===== config.mk =====
export PLATFORM = sky130hd
export DESIGN_NAME = rst_seq
export DESIGN_NICKNAME = d
export VERILOG_FILES = /design/src/rtl/rst_seq.sv
export SDC_FILE = /design/constraint.sdc
export NUM_CORES = 1
export LEC_CHECK = 0
export BUFFER_PORTS_ARGS = -buffer_cell sky130_fd_sc_hd__buf_4
export CELL_PAD_IN_SITES_DETAIL_PLACEMENT = 0
export CELL_PAD_IN_SITES_GLOBAL_PLACEMENT = 1
export CORE_ASPECT_RATIO = 1.1
export CORE_MARGIN = 2
export CORE_UTILIZATION = 40
export DETAILED_ROUTE_END_ITERATION = 7
export PLACE_DENSITY_LB_ADDON = 0.1
export SETUP_SLACK_MARGIN = 0.15
export SLEW_MARGIN = 20
export SYNTH_ARGS = -nofsm -noshare
export SYNTH_HDL_FRONTEND = slang
export SYNTH_HIERARCHICAL = 1
export SYNTH_SLANG_ARGS = --single-unit

===== constraint.sdc =====
create_clock -name clk_i -period 2.1 [get_ports clk_i]
set_clock_uncertainty 0.2 [all_clocks]
set_input_delay 0.42 -clock clk_i [delete_from_list [all_inputs] [get_ports clk_i]]
set_output_delay 0.42 -clock clk_i [all_outputs]
set_load 0.005 [all_outputs]

===== src/rtl/rst_seq.sv =====
// Reset sequencer: holds all domains in reset until the request has been quiet
// for HOLD_CYCLES, then releases domains one at a time, STAGE_GAP cycles apart.

module rst_seq_stage (
  input  logic clk_i,
  input  logic rst_i,
  input  logic clr,
  input  logic set,
  output logic rst_no
);
  always_ff @(posedge clk_i) begin
    if (rst_i || clr) rst_no <= 1'b0;
    else if (set)     rst_no <= 1'b1;
  end
endmodule

module rst_seq #(
  parameter int NUM_STAGES  = 3,
  parameter int HOLD_CYCLES = 16,
  parameter int STAGE_GAP   = 8
) (
  input  logic                  clk_i,
  input  logic                  rst_i,
  input  logic                  sys_rst_ni,
  input  logic                  ndmreset_i,
  output logic [NUM_STAGES-1:0] stage_rst_no,
  output logic                  rst_done_o,
  output logic                  ndmreset_ack_o
);
  localparam int                  IW       = 4;
  localparam logic [7:0]          HOLD_M1  = 8'(HOLD_CYCLES - 1);
  localparam logic [7:0]          GAP_M1   = 8'(STAGE_GAP - 1);
  localparam logic [IW-1:0]       LAST_IDX = IW'(NUM_STAGES - 1);
  localparam logic [NUM_STAGES-1:0] ONE    = 1;

  typedef enum logic [1:0] {ASSERT, RELEASE, DONE} state_e;

  state_e          state_q, state_d;
  logic [7:0]      hold_q, hold_d;
  logic [7:0]      gap_q, gap_d;
  logic [IW-1:0]   idx_q, idx_d;
  logic            cause_q, cause_d;
  logic            done_q, done_d;
  logic            ack_q, ack_d;
  logic [NUM_STAGES-1:0] stage_set;
  logic            stage_clr;

  function automatic logic [7:0] sat_inc(input logic [7:0] v);
    return (v == 8'hFF) ? v : v + 8'd1;
  endfunction

  always_ff @(posedge clk_i) begin
    if (rst_i) begin
      state_q <= ASSERT;
      hold_q  <= '0;
      gap_q   <= '0;
      idx_q   <= '0;
      cause_q <= 1'b0;
      done_q  <= 1'b0;
      ack_q   <= 1'b0;
    end else begin
      state_q <= state_d;
      hold_q  <= hold_d;
      gap_q   <= gap_d;
      idx_q   <= idx_d;
      cause_q <= cause_d;
      done_q  <= done_d;
      ack_q   <= ack_d;
    end
  end

  always_comb begin
    state_d   = state_q;
    hold_d    = hold_q;
    gap_d     = gap_q;
    idx_d     = idx_q;
    cause_d   = cause_q;
    done_d    = done_q;
    ack_d     = 1'b0;
    stage_set = '0;
    stage_clr = 1'b0;
    if (!sys_rst_ni) begin
      // any request restarts from scratch; the last requesting cycle names the cause
      cause_d   = ndmreset_i;
      state_d   = ASSERT;
      stage_clr = 1'b1;
      hold_d    = '0;
      gap_d     = '0;
      idx_d     = '0;
      done_d    = 1'b0;
    end else begin
      case (state_q)
        ASSERT: begin
          if (hold_q >= HOLD_M1) begin
            stage_set[0] = 1'b1;
            hold_d       = '0;
            gap_d        = '0;
            idx_d        = IW'(1);
            if (NUM_STAGES == 1) begin
              state_d = DONE;
              done_d  = 1'b1;
              ack_d   = cause_q;
              cause_d = 1'b0;
            end else begin
              state_d = RELEASE;
            end
          end else begin
            hold_d = sat_inc(hold_q);
          end
        end
        RELEASE: begin
          if (gap_q >= GAP_M1) begin
            stage_set = ONE << idx_q;
            gap_d     = '0;
            idx_d     = idx_q + IW'(1);
            if (idx_q >= LAST_IDX) begin
              state_d = DONE;
              done_d  = 1'b1;
              ack_d   = cause_q;
              cause_d = 1'b0;
            end
          end else begin
            gap_d = sat_inc(gap_q);
          end
        end
        DONE:    state_d = DONE;
        default: state_d = ASSERT;
      endcase
    end
  end

  for (genvar s = 0; s < NUM_STAGES; s++) begin : g_stage
    rst_seq_stage u_stage (
      .clk_i  (clk_i),
      .rst_i  (rst_i),
      .clr    (stage_clr),
      .set    (stage_set[s]),
      .rst_no (stage_rst_no[s])
    );
  end

  assign rst_done_o     = done_q;
  assign ndmreset_ack_o = ack_q;
endmodule


==> impl_metrics.csv, run 1 <==
group,metric,value,unit
worst_hold_path,holdCritStartpoint,"rst_i",
finish,n_fill_cell,298,
critical_path,crit_type,"reg -> reg",
detailed_routing,post_drt_wl_per_cell,13.6,µm
synth,ys_seq_area_share,44.1,%
critical_path,critical_path.max_fanout,2,
detailed_routing,vias_per_cell,5.39,
timing,drv_slew,0,
detailed_routing,drc_errors,0,
synth,synth-edff-count,0,
placed_design,dp_hpwl,1.78,mm
cts,cts.sinks,28,
pwr,ir_drop,0.000281,V
detailed_routing,firstDrtPassIters,4,
cts,numCtsBuffers,3,
critical_path,cpPeakStageDelay,0.46,ns
floorplan,coreArea,0.00305,mm²
critical_path,required,2.16,ns
synth,yosysUniqueCellTypes,41,
synth,syn_nets,150,
synth,ys_warn_count,6,
detailed_routing,drt_iter0_markers,8,
timing,setup_viol,0,
floorplan,die_h,63.1,µm
grt,first_global_vias,1077,
timing,fin_crit,1.98,ns
synth,synth_ff_type,"dfxtp_1",
worst_hold_path,whs_endpoint,"g_stage[0].u_stage/rst_no",
grt,grt_pass1_wl,4.80,mm
critical_path,rr_worst_depth,6,
cts,cts_buffer_depth,2,
critical_path,path_cells,"inv_2, ha_4, or4b_4, or2_4, or3_4, a21oi_2",
cts,htreeDepth,1,
synth,ys_async_sr_fraction,0,%
timing,slew-limit-headroom,56.7,%
critical_path,r2r_slack,0.12,ns
critical_path,end_kind,"register",
placed_design,gp_congestion,0.724,
worst_hold_path,hold_path.class,"in -> reg",
floorplan,io_pins,9,
synth,avgSynthCellArea,9.07,µm²
timing,finalCritPeriodShare,94.1,%
cts,clk_pin_slew,0.14,ns
placed_design,dp.cells,185,
timing,rsz0062_at_grt,"true",
timing,achievable-frequency,0.506,GHz
critical_path,critPathLaunchType,"register",
grt,antenna_found_initial,0,
floorplan,rows,21,
finish,num_antenna_cells,0,
floorplan,dieWidth,57.7,µm
finish,layout.nets,175,
critical_path,r2r-start,"state_q[1]",
synth,synth_area,0.00127,mm²
floorplan,dieArea,0.00364,mm²
pwr,power.density,476,mW/mm²
grt,overflow,0,
finish,instances_no_fill,197,
finish,area_growth,28.1,%
worst_hold_path,hold_depth,2,
grt,track_usage,16.5,%
cts,holdBufCountCts,0,
cts,clk_latency,0.31,ns
detailed_routing,antenna_left,0,
run,drv_cap,0,
timing,worstMarginPinSlew,0.647,ns
floorplan,initial_utilization,41.7,%
detailed_routing,num_vias,1062,
placed_design,io_buffers,8,
timing,setup_tns,0,ns
critical_path,arrival,2.03,ns
critical_path,r2r_end,"gap_q[0]",
cts,cts_root_buf,"clkbuf_4",
grt,grt_max_degree,15,
synth,syn_inst,140,
finish,final_core_util,53.4,%
detailed_routing,wl,2.68,mm
timing,hold_violations,0,
critical_path,crit_slowest_cell,"or4b_4",
status,status,"complete, no violations",
synth,ys_ff_latch,28,
cts,cts_tree,"built",
finish,drive_gt1_share,35.0,%
pwr,power,0.000775,W
pwr,power.leakage,0.613,nW
-- state kept, by name, indices dropped and copies added (netlist names) --
| register | flops |
|---|---|
| gap_q | 8 |
| hold_q | 8 |
| idx_q | 4 |
| g_stage.u_stage/rst_no | 3 |
| state_q | 2 |
| cause_q | 1 |
| ndmreset_ack_o | 1 |
| rst_done_o | 1 |
-- through the flow --
stage                     hold WS, ns  instance area, µm²  setup slack (ns)
after detailed placement        0.246                1420            0.0627
after global placement          0.237                1420            0.0930
after CTS                      0.0874                1560             0.117
after floorplan                 0.225                1290             0.130
final                          0.0946                1630             0.124
after global routing           0.0716                1630            0.0610
-- placed cells by master, fill, tap and decap left out, types with 4 or more instances in the layout --
master   instances
dfxtp_1         22
buf_4           22
nor2_1          16
nand2_1         11
a21oi_1          8
dfxtp_2          6
inv_1            4
nor3_2           4
and3_1           4
ha_1             4
-- worst max-delay path by stage --
stage,startpoint,endpoint,slack (ns)
detailed placement,gap_q[0],g_stage[2].u_stage/rst_no,0.06
global route,state_q[1],gap_q[0],0.06
finish,state_q[1],gap_q[0],0.12
global placement,state_q[1],gap_q[0],0.09
floorplan,gap_q[0],g_stage[2].u_stage/rst_no,0.13
CTS,state_q[1],gap_q[0],0.12
-- power breakdown --
part	total (W)	internal (W)	switching, W	leakage (nW)
combinational	0.0000272	0.00000974	0.0000175	0.370
sequential	0.000536	0.000534	0.00000186	0.229
clock	0.000212	0.0000671	0.000145	0.0138
-- logic make-up after synthesis --
logic type	share of synthesized area, %
flip-flops	44.1
AO/OA/AOI/OAI	13.8
XOR/XNOR	3.45
adder cells (fa/ha/maj)	5.91
AND/OR/NAND/NOR	29.0
buffers and inverters	2.96
multiplexers	0.788
-- Yosys cell counts, drive strengths merged (3+ instances only) --
library cell	instances	area, µm²
a21oi	10	53.8
and3	4	25.0
dfxtp	28	561
ha	6	75.1
inv	5	18.8
nand2	11	41.3
nand3	4	20.0
nand4	3	18.8
nor2	19	73.8
nor3	7	50.1
nor3b	3	22.5
nor4	3	18.8
o21ai	4	20.0
xor2	3	26.3
-- worst max-delay path, delay by kind of cell, from the launching register on --
kind	cells	cell delay (ns)
flops	1	0.35
simple gates	3	1.05
fa+ha+maj	1	0.13
buf+inv	1	0.07
compound gates	1	0.11
-- metal layers --
metal	routed length, µm	track usage, %	vias to the layer above
met5	0	0	-
met4	20	6.10	0
met3	45	2.46	2
met2	1300	26.3	9
met1	1320	22.3	493
li1	-	-	558
-- layout make-up --
cell class / count / area (µm²) / area share [%]
Timing Repair Buffer: 23 / 185 / 11.4
Inverter: 5 / 18.8 / 1.15
Sequential cell: 28 / 568 / 34.9
Multi-Input combinational cell: 104 / 790 / 48.5
Clock buffer: 3 / 22.5 / 1.38
Tap cell: 34 / 42.5 / 2.62
-- repair_timing --
action / 4_1_cts / 5_1_grt
pin swaps: 7 / 11
gates resized for setup: 13 / 10
buffers inserted: 7 / 2
endpoints found under the setup margin: 16 / 13
Power figures use the tool's default switching activity.
==> inputs of run 2 (changes only) <==
--- a/config.mk
+++ b/config.mk
@@ -10,7 +10,7 @@
 export CELL_PAD_IN_SITES_GLOBAL_PLACEMENT = 1
 export CORE_ASPECT_RATIO = 1.1
 export CORE_MARGIN = 2
-export CORE_UTILIZATION = 40
+export CORE_UTILIZATION = 25
 export DETAILED_ROUTE_END_ITERATION = 7
 export PLACE_DENSITY_LB_ADDON = 0.1
 export SETUP_SLACK_MARGIN = 0.15
==> run 2 against run 1 <==
  * Critical path depth unchanged
  * Die area up 56%
  * Worst hold slack better by 0.057 ns
  * Sequential cell count unchanged
  * Global-route usage down 5.5 points
  * Sequential share of layout area down 0.47 points
  * Setup slack better by 0.020 ns
  * Utilization down 20 points
  * Sequential power about the same
  * Critical endpoint unchanged
  * Register-to-register slack better by 0.02 ns
  * First-iteration DRC count rose to 2.5 times the previous value
  * Fmax up 1.0%
  * Largest power group unchanged
==> impl_metrics.csv, run 2 (same netlist as run 1, synthesis figures left out) <==
group,metric,value,unit
critical_path,arrival,1.96,ns
critical_path,r2r_slack,0.14,ns
finish,largestRegisters,"gap_q: 8 flops, hold_q: 8 flops, idx_q: 4 flops",
grt,track_usage,11.0,%
finish,num_antenna_cells,0,
cts,cts_buffer_depth,2,
cts,clk_latency,0.28,ns
floorplan,die_h,78.8,µm
critical_path,cpPeakStageDelay,0.46,ns
floorplan,rows,27,
cts,cts.sinks,28,
timing,drv_slew,0,
critical_path,rr_worst_depth,6,
cts,cts_tree,"built",
finish,instances_no_fill,221,
critical_path,end_kind,"register",
grt,grt_max_degree,17,
critical_path,r2r_end,"gap_q[0]",
detailed_routing,wl_met2,1.35,mm
floorplan,dieArea,0.00567,mm²
detailed_routing,route.met3.wl,46,µm
detailed_routing,drt_iter0_markers,20,
grt,grt_pass1_wl,4.95,mm
placed_design,dp_hpwl,2.11,mm
detailed_routing,wl,2.88,mm
worst_hold_path,hold_depth,3,
cts,numCtsBuffers,3,
finish,seq_area,567,µm²
pwr,power.leakage,0.611,nW
detailed_routing,vias_per_cell,4.86,
finish,layout.nets,174,
grt,overflow,0,
critical_path,crit_type,"reg -> reg",
timing,fin_crit,1.96,ns
detailed_routing,post_drt_wl_per_cell,13.0,µm
detailed_routing,drc_errors,0,
critical_path,crit_slowest_cell,"or4b_4",
critical_path,r2r-start,"state_q[1]",
detailed_routing,top_layer_used,"met4",
timing,worstMarginPinSlew,0.656,ns
timing,setup_viol,0,
pwr,power.density,601,mW/mm²
finish,area_growth,29.6,%
placed_design,gp_congestion,0.731,
finish,most-common-layout-cells,"23 x dfxtp_1, 22 x buf_4, 18 x nor2_1",
detailed_routing,firstDrtPassIters,4,
cts,htreeDepth,1,
cts,holdBufCountCts,0,
floorplan,coreArea,0.00497,mm²
floorplan,dieWidth,72.0,µm
worst_hold_path,hold_path.class,"in -> reg",
critical_path,required,2.11,ns
critical_path,critPathLaunchType,"register",
finish,drive_gt1_share,30.7,%
timing,hold_violations,0,
floorplan,io_pins,9,
worst_hold_path,whs_endpoint,"cause_q",
timing,finalCritPeriodShare,93.1,%
critical_path,critical_path.max_fanout,3,
cts,cts_root_buf,"clkbuf_8",
timing,rsz0062_at_grt,"true",
placed_design,io_buffers,8,
grt,first_global_vias,1062,
finish,layout_commonest_cell,"dfxtp_1",
timing,achievable-frequency,0.511,GHz
grt,antenna_found_initial,0,
detailed_routing,antenna_left,0,
floorplan,initial_utilization,25.6,%
placed_design,dp.cells,211,
detailed_routing,num_vias,1074,
critical_path,crit_start,"state_q[1]",
status,status,"complete, no violations",
critical_path,path_cells,"inv_2, ha_4, or4b_4, or2_4, or3_1, a21oi_2",
timing,setup_tns,0,ns
timing,slew-limit-headroom,56.1,%
finish,n_fill_cell,516,
pwr,ir_drop,0.000207,V
run,drv_cap,0,
cts,clk_pin_slew,0.10,ns
worst_hold_path,holdCritStartpoint,"ndmreset_i",
detailed_routing,m1WireLength,1.45,mm
finish,multi_input_area,751,µm²
run 2: worst max-delay path by stage:
stage	to	slack (ns)	cells past startpoint
final	gap_q[0]	0.14	6
after global routing	idx_q[1]	0.07	7
after CTS	gap_q[0]	0.12	6
after detailed placement	g_stage[2].u_stage/rst_no	0.07	7
after global placement	gap_q[0]	0.09	5
after floorplan	g_stage[2].u_stage/rst_no	0.13	7
run 2: metrics by stage:
step	total power [W]	utilization [%]	worst slack [ns]	hold WS, ns	instance area, µm²
2_1_floorplan	0.000562	-	0.130	0.225	1290
3_5_place_dp	0.000574	29.5	0.0706	0.247	1460
5_1_grt	0.00104	33.1	0.0664	0.141	1650
6_report	0.000989	33.1	0.144	0.152	1650
4_1_cts	0.00101	32.3	0.119	0.142	1610
3_3_place_gp	0.000574	29.5	0.0907	0.241	1460
run 2: final cells by class:
class                           instances  area share, %
Inverter                                5           1.14
Tap cell                               58           4.41
Multi-Input combinational cell        104           45.6
Sequential cell                        28           34.4
Clock inverter                          1           1.83
Clock buffer                            3           2.51
Timing Repair Buffer                   22           10.0
run 2: power breakdown:
| part | leakage [nW] | switching, W | internal, W | total (W) |
|---|---|---|---|---|
| Combinational | 0.347 | 0.0000170 | 0.00000867 | 0.0000257 |
| Sequential | 0.228 | 0.00000202 | 0.000534 | 0.000536 |
| Clock | 0.0357 | 0.000172 | 0.000255 | 0.000427 |
| Total | 0.611 | 0.000191 | 0.000798 | 0.000989 |
run 2: repair_timing:
item | 4_1_cts | 5_1_grt
pin swaps | 4 | 2
gates resized for setup | 12 | 3
setup endpoints to repair | 9 | 13
buffers inserted | 2 | 4
run 2: layer usage:
layer,track usage [%],vias to the layer above
li1,-,553
met1,14.5,509
met2,18.0,7
met3,1.90,5
met4,3.96,0
met5,0,-
run 2: worst max-delay path, delay by kind of cell (launching register included):
kind,cells,cell delay (ns)
flops,1,0.33
fa+ha+maj,1,0.14
simple gates,3,1.03
buf+inv,1,0.07
compound gates,1,0.11
==> inputs of run 3 (changes only) <==
--- a/config.mk
+++ b/config.mk
@@ -11,8 +11,9 @@
 export CORE_ASPECT_RATIO = 1.1
 export CORE_MARGIN = 2
 export CORE_UTILIZATION = 25
+export CTS_CLUSTER_DIAMETER = 150
 export DETAILED_ROUTE_END_ITERATION = 7
-export PLACE_DENSITY_LB_ADDON = 0.1
+export PLACE_DENSITY = 0.47
 export SETUP_SLACK_MARGIN = 0.15
 export SLEW_MARGIN = 20
 export SYNTH_ARGS = -nofsm -noshare
==> run 3 against run 2 <==
  * First-iteration DRC count up 110%
  * Worst hold slack improved by 0.0049 ns
  * Clock-buffer cell count grew 1
  * Sequential cell count is the same
  * Wire length grew 3.5%
  * Setup slack worse by 0.019 ns
  * Combinational power rose by 5%
  * Via count is 1.9% higher
  * Utilization up 0.48 points
  * Register-to-register slack worse by 0.02 ns
  * Critical path depth did not move
  * Critical path type unchanged
  * Largest power group unchanged
  * Highest routed layer unchanged
==> impl_metrics.csv, run 3 (same netlist as run 1, synthesis figures left out) <==
group,metric,value,unit
status,status,"complete, no violations",
placed_design,gp_congestion,0.703,
critical_path,cp.depth,6,
floorplan,dieWidth,72.0,µm
critical_path,required,2.10,ns
critical_path,critPathBufInv,1,
critical_path,end_kind,"register",
timing,achievable-frequency,0.506,GHz
critical_path,r2r-start,"state_q[1]",
grt,busiest_layer,"met2",
finish,n_fill_cell,512,
critical_path,crit_start,"state_q[1]",
floorplan,rows,27,
critical_path,r2r_slack,0.13,ns
grt,first_global_vias,1062,
detailed_routing,drc_errors,0,
floorplan,die_h,78.8,µm
finish,num_antenna_cells,0,
critical_path,r2r_end,"gap_q[0]",
finish,area_growth,31.4,%
run,drv_cap,0,
cts,cts_tree,"built",
finish,drive_gt1_share,33.9,%
critical_path,rr_worst_depth,6,
critical_path,path_cells,"inv_2, ha_4, or4b_4, or2_4, or3_4, a21oi_2",
grt,grt_max_degree,16,
cts,holdBufCountCts,0,
floorplan,initial_utilization,25.6,%
cts,cts.sinks,28,
grt,antenna_found_initial,0,
grt,track_usage,11.3,%
pwr,power,0.000894,W
cts,cts_buffer_depth,2,
timing,setup_tns,0,ns
grt,grt.met1_usage,14.7,%
finish,layout.nets,176,
timing,worstMarginPinSlew,0.667,ns
detailed_routing,num_vias,1094,
grt,grt_pass1_wl,5.07,mm
timing,finalCritPeriodShare,94.0,%
grt,overflow,0,
critical_path,worstSetupEndpoint,"gap_q[0]",
pwr,power.leakage,0.608,nW
detailed_routing,post_drt_wl_per_cell,13.4,µm
grt,gr-usage-met3,1.90,%
detailed_routing,drt_iter0_markers,43,
detailed_routing,antenna_left,0,
critical_path,arrival,1.98,ns
grt,grt_use_met2,18.7,%
placed_design,io_buffers,8,
detailed_routing,vias_per_cell,4.91,
critical_path,crit_type,"reg -> reg",
cts,cts_root_buf,"clkbuf_8",
floorplan,io_pins,9,
timing,drv_slew,0,
pwr,ir_drop,0.000213,V
critical_path,critPathLaunchType,"register",
cts,clk_latency,0.27,ns
pwr,power.density,536,mW/mm²
worst_hold_path,hold_path.class,"in -> reg",
floorplan,coreArea,0.00497,mm²
cts,numCtsBuffers,3,
critical_path,crit_slowest_cell,"or4b_4",
cts,clk_pin_slew,0.09,ns
critical_path,critical_path.max_fanout,4,
timing,hold_violations,0,
placed_design,dp_hpwl,2.14,mm
timing,slew-limit-headroom,55.3,%
finish,layout_commonest_cell,"buf_4",
timing,setup_viol,0,
detailed_routing,firstDrtPassIters,4,
detailed_routing,wl,2.99,mm
critical_path,cp_top_family,"simple AND/OR/NAND/NOR gates",
finish,largestRegisters,"gap_q: 8 flops, hold_q: 8 flops, idx_q: 4 flops",
timing,fin_crit,1.97,ns
timing,rsz0062_at_grt,"true",
cts,htreeDepth,1,
critical_path,cpPeakStageDelay,0.47,ns
finish,most-common-layout-cells,"24 x buf_4, 23 x dfxtp_1, 17 x nor2_1",
floorplan,dieArea,0.00567,mm²
## run 3: changes by cell type in the layout (fill, tap and decap cells not counted), sizes merged
cell	previous run	this run
bufinv	1	0
clkbuf	3	4
buf	22	24
## run 3: worst min path at each step
stage / startpoint / end / slack, ns / cells past startpoint
floorplan: cause_q / ndmreset_ack_o / 0.23 / 2
global placement: state_q[1] / state_q[1] / 0.24 / 2
detailed placement: cause_q / ndmreset_ack_o / 0.25 / 2
CTS: rst_i / g_stage[2].u_stage/rst_no / 0.15 / 2
global route: rst_i / g_stage[0].u_stage/rst_no / 0.15 / 2
finish: rst_i / g_stage[2].u_stage/rst_no / 0.16 / 2
## run 3: what timing repair did
item / in CTS / in global routing
gates cloned: 0 / 0
endpoints found under the setup margin: 8 / 13
buffers inserted: 2 / 5
pin swaps: 1 / 4
gates resized for setup: 7 / 14
## run 3: routing by layer
layer / vias up / wire length [µm] / share of wire [%]
li1: 558 / - / -
met1: 526 / 1490 / 50
met4: 0 / 19 / 0.64
met3: 2 / 50 / 1.7
met2: 8 / 1430 / 48
met5: - / 0 / 0
## run 3: cell type report
| type | count | area (µm²) | share of cell area [%] |
|---|---|---|---|
| flip-flops and latches | 28 | 567 | 34.0 |
| multi-input cells | 104 | 776 | 46.5 |
| well taps | 58 | 72.6 | 4.35 |
| inverters | 5 | 18.8 | 1.12 |
| repair buffers | 24 | 180 | 10.8 |
| clock buffers | 4 | 55.1 | 3.30 |
## run 3: worst reg2reg max path, cell delays in order, from the launching register on
cell	delay, ns
dfxtp_1	0.33
inv_2	0.07
ha_4	0.13
or4b_4	0.47
or2_4	0.27
or3_4	0.33
a21oi_2	0.11
## run 3: power by group
group,leakage [nW],switching (W),internal [W]
clock,0.0288,0.000163,0.000168
sequential,0.228,0.00000267,0.000534
combinational,0.351,0.0000176,0.00000938
## run 3: per-stage QoR
stage          setup slack (ns)  cell area [µm²]  std cells  hold slack [ns]  util [%]
6_report                  0.125             1670        223            0.157      33.6
5_1_grt                  0.0686             1670        223            0.151      33.6
4_1_cts                  0.0934             1580        218            0.146      31.7
3_5_place_dp             0.0702             1470        212            0.255      29.6
3_3_place_gp             0.0405             1470        212            0.245      29.6
2_1_floorplan             0.130             1290        140            0.225         -
